[src/rtl/multi_layer_valid_ctrl_if.sv]
// Control/status bundle between a layer-bank sequencer and whoever launches it.
// The sequencer takes the slave side; the launcher and MAC array observe via master.
interface multi_layer_valid_ctrl_if #(
  parameter int N_MACS   = 4,
  parameter int N_LAYERS = 2
);
  localparam int unsigned LW = ($clog2(N_LAYERS + 1) > 1) ? $clog2(N_LAYERS + 1) : 1;
  localparam int unsigned W  = N_MACS * N_LAYERS;

  logic          start;
  logic [LW-1:0] num_layers;
  logic [W-1:0]  valid_ctrl;
  logic [W-1:0]  clear;
  logic [LW-1:0] layer_idx;
  logic          busy;
  logic          done;

  modport master (
    output start, num_layers,
    input  valid_ctrl, clear, layer_idx, busy, done
  );

  modport slave (
    input  start, num_layers,
    output valid_ctrl, clear, layer_idx, busy, done
  );
endinterface

[src/rtl/multi_layer_valid_ctrl.sv]
// Sequences N_LAYERS MAC banks: clear a bank, walk a one-hot valid strobe over
// its MACs, idle GAP cycles, move to the next bank, pulse done at the end.
module multi_layer_valid_ctrl #(
  parameter int N_MACS   = 4,
  parameter int N_LAYERS = 2,
  parameter int GAP      = 2
) (
  input  logic                    clk,
  input  logic                    rst,
  multi_layer_valid_ctrl_if.slave bus
);
  localparam int unsigned LW = ($clog2(N_LAYERS + 1) > 1) ? $clog2(N_LAYERS + 1) : 1;
  localparam int unsigned W  = N_MACS * N_LAYERS;
  localparam int unsigned MW = (N_MACS > 1) ? $clog2(N_MACS) : 1;
  localparam int unsigned GW = (GAP > 1) ? $clog2(GAP) : 1;

  localparam logic [2:0] S_IDLE  = 3'd0;
  localparam logic [2:0] S_CLEAR = 3'd1;
  localparam logic [2:0] S_RUN   = 3'd2;
  localparam logic [2:0] S_GAP   = 3'd3;
  localparam logic [2:0] S_DONE  = 3'd4;

  localparam logic [W-1:0] ONE_BIT  = W'(1);
  localparam logic [W-1:0] BANK_ALL = W'({N_MACS{1'b1}});

  logic [2:0]    state_q, state_d;
  logic [LW-1:0] layer_q, layer_d;
  logic [LW-1:0] layers_q, layers_d;
  logic [MW-1:0] mac_q, mac_d;
  logic [GW-1:0] gap_q, gap_d;
  logic [W-1:0]  valid_q, valid_d;
  logic [W-1:0]  clear_q, clear_d;
  logic          busy_q, busy_d;
  logic          done_q, done_d;
  logic [31:0]   base_d;

  // Next-state logic plus outputs decoded from the state being entered
  always_comb begin
    state_d  = state_q;
    layer_d  = layer_q;
    layers_d = layers_q;
    mac_d    = mac_q;
    gap_d    = gap_q;

    case (state_q)
      S_IDLE: begin
        if (bus.start) begin
          state_d = S_CLEAR;
          layer_d = '0;
          if (bus.num_layers == '0) begin
            layers_d = LW'(1);
          end else if (32'(bus.num_layers) > 32'(N_LAYERS)) begin
            layers_d = LW'(N_LAYERS);
          end else begin
            layers_d = bus.num_layers;
          end
        end
      end
      S_CLEAR: begin
        mac_d   = '0;
        state_d = S_RUN;
      end
      S_RUN: begin
        if (mac_q == MW'(N_MACS - 1)) begin
          if (layer_q == layers_q - LW'(1)) begin
            state_d = S_DONE;
          end else if (GAP == 0) begin
            layer_d = layer_q + LW'(1);
            state_d = S_CLEAR;
          end else begin
            gap_d   = '0;
            state_d = S_GAP;
          end
        end else begin
          mac_d = mac_q + MW'(1);
        end
      end
      S_GAP: begin
        if (int'(gap_q) == GAP - 1) begin
          layer_d = layer_q + LW'(1);
          state_d = S_CLEAR;
        end else begin
          gap_d = gap_q + GW'(1);
        end
      end
      S_DONE:  state_d = S_IDLE;
      default: state_d = S_IDLE;
    endcase

    base_d  = 32'(layer_d) * 32'(N_MACS);
    valid_d = '0;
    clear_d = '0;
    if (state_d == S_RUN) begin
      valid_d = ONE_BIT << (base_d + 32'(mac_d));
    end
    if (state_d == S_CLEAR) begin
      clear_d = BANK_ALL << base_d;
    end
    busy_d = (state_d == S_CLEAR) || (state_d == S_RUN) || (state_d == S_GAP);
    done_d = (state_d == S_DONE);
  end

  always_ff @(posedge clk) begin
    if (rst) begin
      state_q  <= S_IDLE;
      layer_q  <= '0;
      layers_q <= LW'(1);
      mac_q    <= '0;
      gap_q    <= '0;
      valid_q  <= '0;
      clear_q  <= '0;
      busy_q   <= 1'b0;
      done_q   <= 1'b0;
    end else begin
      state_q  <= state_d;
      layer_q  <= layer_d;
      layers_q <= layers_d;
      mac_q    <= mac_d;
      gap_q    <= gap_d;
      valid_q  <= valid_d;
      clear_q  <= clear_d;
      busy_q   <= busy_d;
      done_q   <= done_d;
    end
  end

  assign bus.valid_ctrl = valid_q;
  assign bus.clear      = clear_q;
  assign bus.layer_idx  = layer_q;
  assign bus.busy       = busy_q;
  assign bus.done       = done_q;
endmodule

[src/flat_wrapper.sv]
// flat-port wrapper written by rule: the top's interface ports become plain ports
module multi_layer_valid_ctrl_flat 
#(
  parameter int N_MACS   = 4,
  parameter int N_LAYERS = 2,
  parameter int GAP      = 2
)
  (clk, rst, bus_start, bus_num_layers, bus_valid_ctrl, bus_clear, bus_layer_idx, bus_busy, bus_done);
  multi_layer_valid_ctrl_if #(.N_MACS(N_MACS), .N_LAYERS(N_LAYERS)) bus_i ();
  input  logic clk;
  input  logic rst;
  input wire logic [$bits(bus_i.start)-1:0] bus_start;
  input wire logic [$bits(bus_i.num_layers)-1:0] bus_num_layers;
  output wire logic [$bits(bus_i.valid_ctrl)-1:0] bus_valid_ctrl;
  output wire logic [$bits(bus_i.clear)-1:0] bus_clear;
  output wire logic [$bits(bus_i.layer_idx)-1:0] bus_layer_idx;
  output wire logic [$bits(bus_i.busy)-1:0] bus_busy;
  output wire logic [$bits(bus_i.done)-1:0] bus_done;
  assign bus_i.start = bus_start;
  assign bus_i.num_layers = bus_num_layers;
  assign bus_valid_ctrl = bus_i.valid_ctrl;
  assign bus_clear = bus_i.clear;
  assign bus_layer_idx = bus_i.layer_idx;
  assign bus_busy = bus_i.busy;
  assign bus_done = bus_i.done;
  multi_layer_valid_ctrl #(.N_MACS(N_MACS), .N_LAYERS(N_LAYERS), .GAP(GAP)) u_core (.clk(clk), .rst(rst), .bus(bus_i));
endmodule
[config.mk]
export PLATFORM = sky130hd
export DESIGN_NAME = multi_layer_valid_ctrl_flat
export DESIGN_NICKNAME = d
export VERILOG_FILES = /design/src/rtl/multi_layer_valid_ctrl_if.sv /design/src/rtl/multi_layer_valid_ctrl.sv /design/src/flat_wrapper.sv
export SDC_FILE = /design/constraint.sdc
export NUM_CORES = 1
export LEC_CHECK = 0
export ABC_AREA = 1
export ABC_CLOCK_PERIOD_IN_PS = 4000
export CORE_MARGIN = 5
export CORE_UTILIZATION = 50
export DETAILED_ROUTE_END_ITERATION = 6
export HOLD_SLACK_MARGIN = 0.15
export MAX_ROUTING_LAYER = met4
export PLACE_DENSITY = 0.81
export SYNTH_ARGS = -nofsm -noshare
export SYNTH_HDL_FRONTEND = slang
export SYNTH_SLANG_ARGS = --single-unit
export TNS_END_PERCENT = 1
[constraint.sdc]
create_clock -name clk -period 4 [get_ports clk]
set_clock_uncertainty 0.15 [all_clocks]
set_input_delay 0.8 -clock clk [delete_from_list [all_inputs] [get_ports clk]]
set_output_delay 0.8 -clock clk [all_outputs]
set_load 0.02 [all_outputs]
==> impl_metrics.py <==
metrics = {
    "clock_tree": {
        "clock-sinks": 22,
        "cts_inserted_buffers": 3,
        "cts.repair.resized": 0,
        "cts_root_buf": "clkbuf_4",
        "clk_latency_ns": 0.32,
        "cts_buffer_depth": 2,
        "htree_levels": 1,
        "cts_setup_buffers": 0,
        "cts_tree": "done",
        "clkTransAtPathRegs_ns": 0.11,
        "cts_hold_buf": 0,
    },
    "die": {
        "io_pins": 25,
        "num_rows": 16,
        "fp.dieH_um": 54.1,
        "die_x_um": 54.1,
        "start_util_pct": 51.2,
        "dieArea_um2": 2930,
        "core_um2": 1900,
    },
    "sta": {
        "slew_violations": 0,
        "tns_ns": 0,
        "finalWorstSetupSlack_ns": 1.69,
        "fin_crit_sh_pct": 57.8,
        "setup_viol": 0,
        "rsz0062_at_grt": "false",
        "slew_headroom_pct": 77.0,
        "fin_crit_ns": 2.31,
        "hold_viol": 0,
        "worstMarginPinSlew_ns": 0.343,
        "fmax_mhz": 432,
    },
    "critical_path": {
        "worstSetupPathType": "reg -> out",
        "cp_slowest_cell": "clkdlybuf4s50_1",
        "cp.required_ns": 3.05,
        "arrival_ns": 1.36,
        "critPathTopFamily": "buffers and inverters",
        "startpoint_type": "register",
        "cp_cell_sequence": "clkdlybuf4s50_1",
        "slowest_delay_ns": 0.63,
        "critPathMaxFanout": 5,
        "end_kind": "output port",
        "critical_path_buf_inv_count": 1,
        "rr_worst_depth": 6,
        "path_depth": 1,
    },
    "synthesis": {
        "synth_most_common_cell": "nand2_1",
        "syn-instance-count": 121,
        "synth_area_per_cell_um2": 8.04,
        "yosysTopAreaCell": "dfxtp_1",
        "yosys_warnings": 0,
        "synth_commonest_cells": "23 x nand2_1, 22 x dfxtp_1, 13 x inv_1, 13 x nor2_1, 7 x nor3_1",
        "syn_nets": 126,
        "ys_ff_latch": 22,
        "synth_top_area_share_pct": 45.2,
        "syn_area_um2": 973,
        "synth.area.top_cells": "dfxtp_1 45%, nand2_1 8.9%, inv_1 5.0%, nor2_1 5.0%, buf_4 4.6%",
        "yosysSeqAreaShare_pct": 45.2,
        "synth_edf_count": 0,
        "async_flop_share_pct": 0,
        "synth_cell_type_count": 22,
        "ys.flop_type": "dfxtp_1",
    },
    "hold_path": {
        "hp-class": "reg -> reg",
        "holdPathStages": 2,
    },
    "placement": {
        "pre_cts_slack_ns": 1.70,
        "place_inst": 164,
        "port_buffers": 23,
        "post-dp-hpwl_um": 1500,
        "gp_congestion": 0.952,
    },
    "global_routing": {
        "grt_pass1_vias": 786,
        "antenna_found_initial": 0,
        "grtUsageTotal_pct": 15.3,
        "grt_start_max_net_pins": 14,
        "grt_pass1_wl_um": 3130,
        "grt_overflow": 0,
    },
    "drt": {
        "vias": 794,
        "drtPass1Iterations": 4,
        "post_drt_wl_per_cell_um": 11.1,
        "viasPerCell": 4.73,
        "routed_wl_um": 1870,
        "detail_route.iter0.violations": 13,
        "detail-route-antenna-nets": 0,
        "drc": 0,
    },
    "status": {
        "outcome": "completed",
    },
    "pwr": {
        "powerDensity_nw_per_um2": 379,
        "p_leak_nw": 0.526,
        "peakVddDrop_mv": 0.278,
    },
    "layout": {
        "drive_gt1_share_pct": 18.4,
        "finalNonFillerCells": 168,
        "fin_nets": 147,
        "diodes": 0,
        "area_delta_synth_final_pct": 27.5,
    },
    "job": {
        "maxCapViolCount": 0,
    },
}
report_power, final:
| part | internal (mW) | switching [mW] | leakage [nW] |
|---|---|---|---|
| Clock | 0.101 | 0.0689 | 0.0279 |
| Sequential | 0.227 | 0.00503 | 0.179 |
| Combinational | 0.0255 | 0.0424 | 0.319 |
worst paths after layout:
kind,startpoint,end,slack (ns)
worst min register to register,u_core.gap_q$_SDFFE_PP0P_,u_core.gap_q$_SDFFE_PP0P_,0.35
worst max-delay path,u_core.bus.layer_idx[1]$_SDFF_PP0_,bus_layer_idx[1],1.69
worst min-delay path,u_core.gap_q$_SDFFE_PP0P_,u_core.gap_q$_SDFFE_PP0P_,0.35
worst max register to register,u_core.state_q[0]$_SDFF_PP0_,u_core.bus.valid_ctrl[6]$_SDFF_PP0_,2.44
layout by cell type (no fill, tap or decap), types with 5 or more instances in the layout:
cell / n
nor2_1: 13
nand2_1: 23
nand2_2: 6
nor3_1: 7
nand3_1: 5
dfxtp_1: 22
clkdlybuf4s50_1: 23
inv_1: 13
logic make-up after synthesis:
kind of cell	Yosys count	synth area share, %
AND/OR/NAND/NOR	66	36.9
buffers and inverters	23	11.2
flip-flops	22	45.2
AO/OA/AOI/OAI	10	6.68
worst min-delay path, stage by stage, from the launching register on:
cell	delay [ns]
dfxtp_1	0.35
nand2_1	0.07
a21oi_1	0.05
per-layer routing:
metal  wire length, µm  vias up  track usage [%]
met5                 0        -                -
met4                51        0             7.47
met3               110        5             2.49
met2               934       23             27.9
met1               774      353             15.5
li1                  -      413                -
cell type report:
cell class              instances  area [µm²]
fillers                       155         661
flip-flops and latches         22         440
multi-input cells              76         424
repair buffers                 23         230
inverters                      16        60.1
well taps                      27        33.8
clock inverters                 1        30.0
clock buffers                   3        22.5
registers in the layout (all words and copies together) (netlist names):
| name | cells |
|---|---|
| u_core.bus.valid_ctrl | 8 |
| u_core.state_q | 3 |
| u_core.bus.clear | 2 |
| u_core.bus.layer_idx | 2 |
| u_core.layers_q | 2 |
| u_core.mac_q | 2 |
| u_core.bus.busy | 1 |
| u_core.bus.done | 1 |
| u_core.gap_q | 1 |
through the flow:
stage / hold WS (ns) / power (mW) / area [µm²] / utilization [%]
floorplan: 0.302 / 0.287 / 973 / -
global placement: 0.316 / 0.303 / 1190 / 62.5
detailed placement: 0.333 / 0.305 / 1190 / 62.5
CTS: 0.352 / 0.471 / 1240 / 65.3
global route: 0.385 / 0.493 / 1240 / 65.3
finish: 0.354 / 0.470 / 1240 / 65.3
No activity file was read; power rests on OpenSTA's default activity.
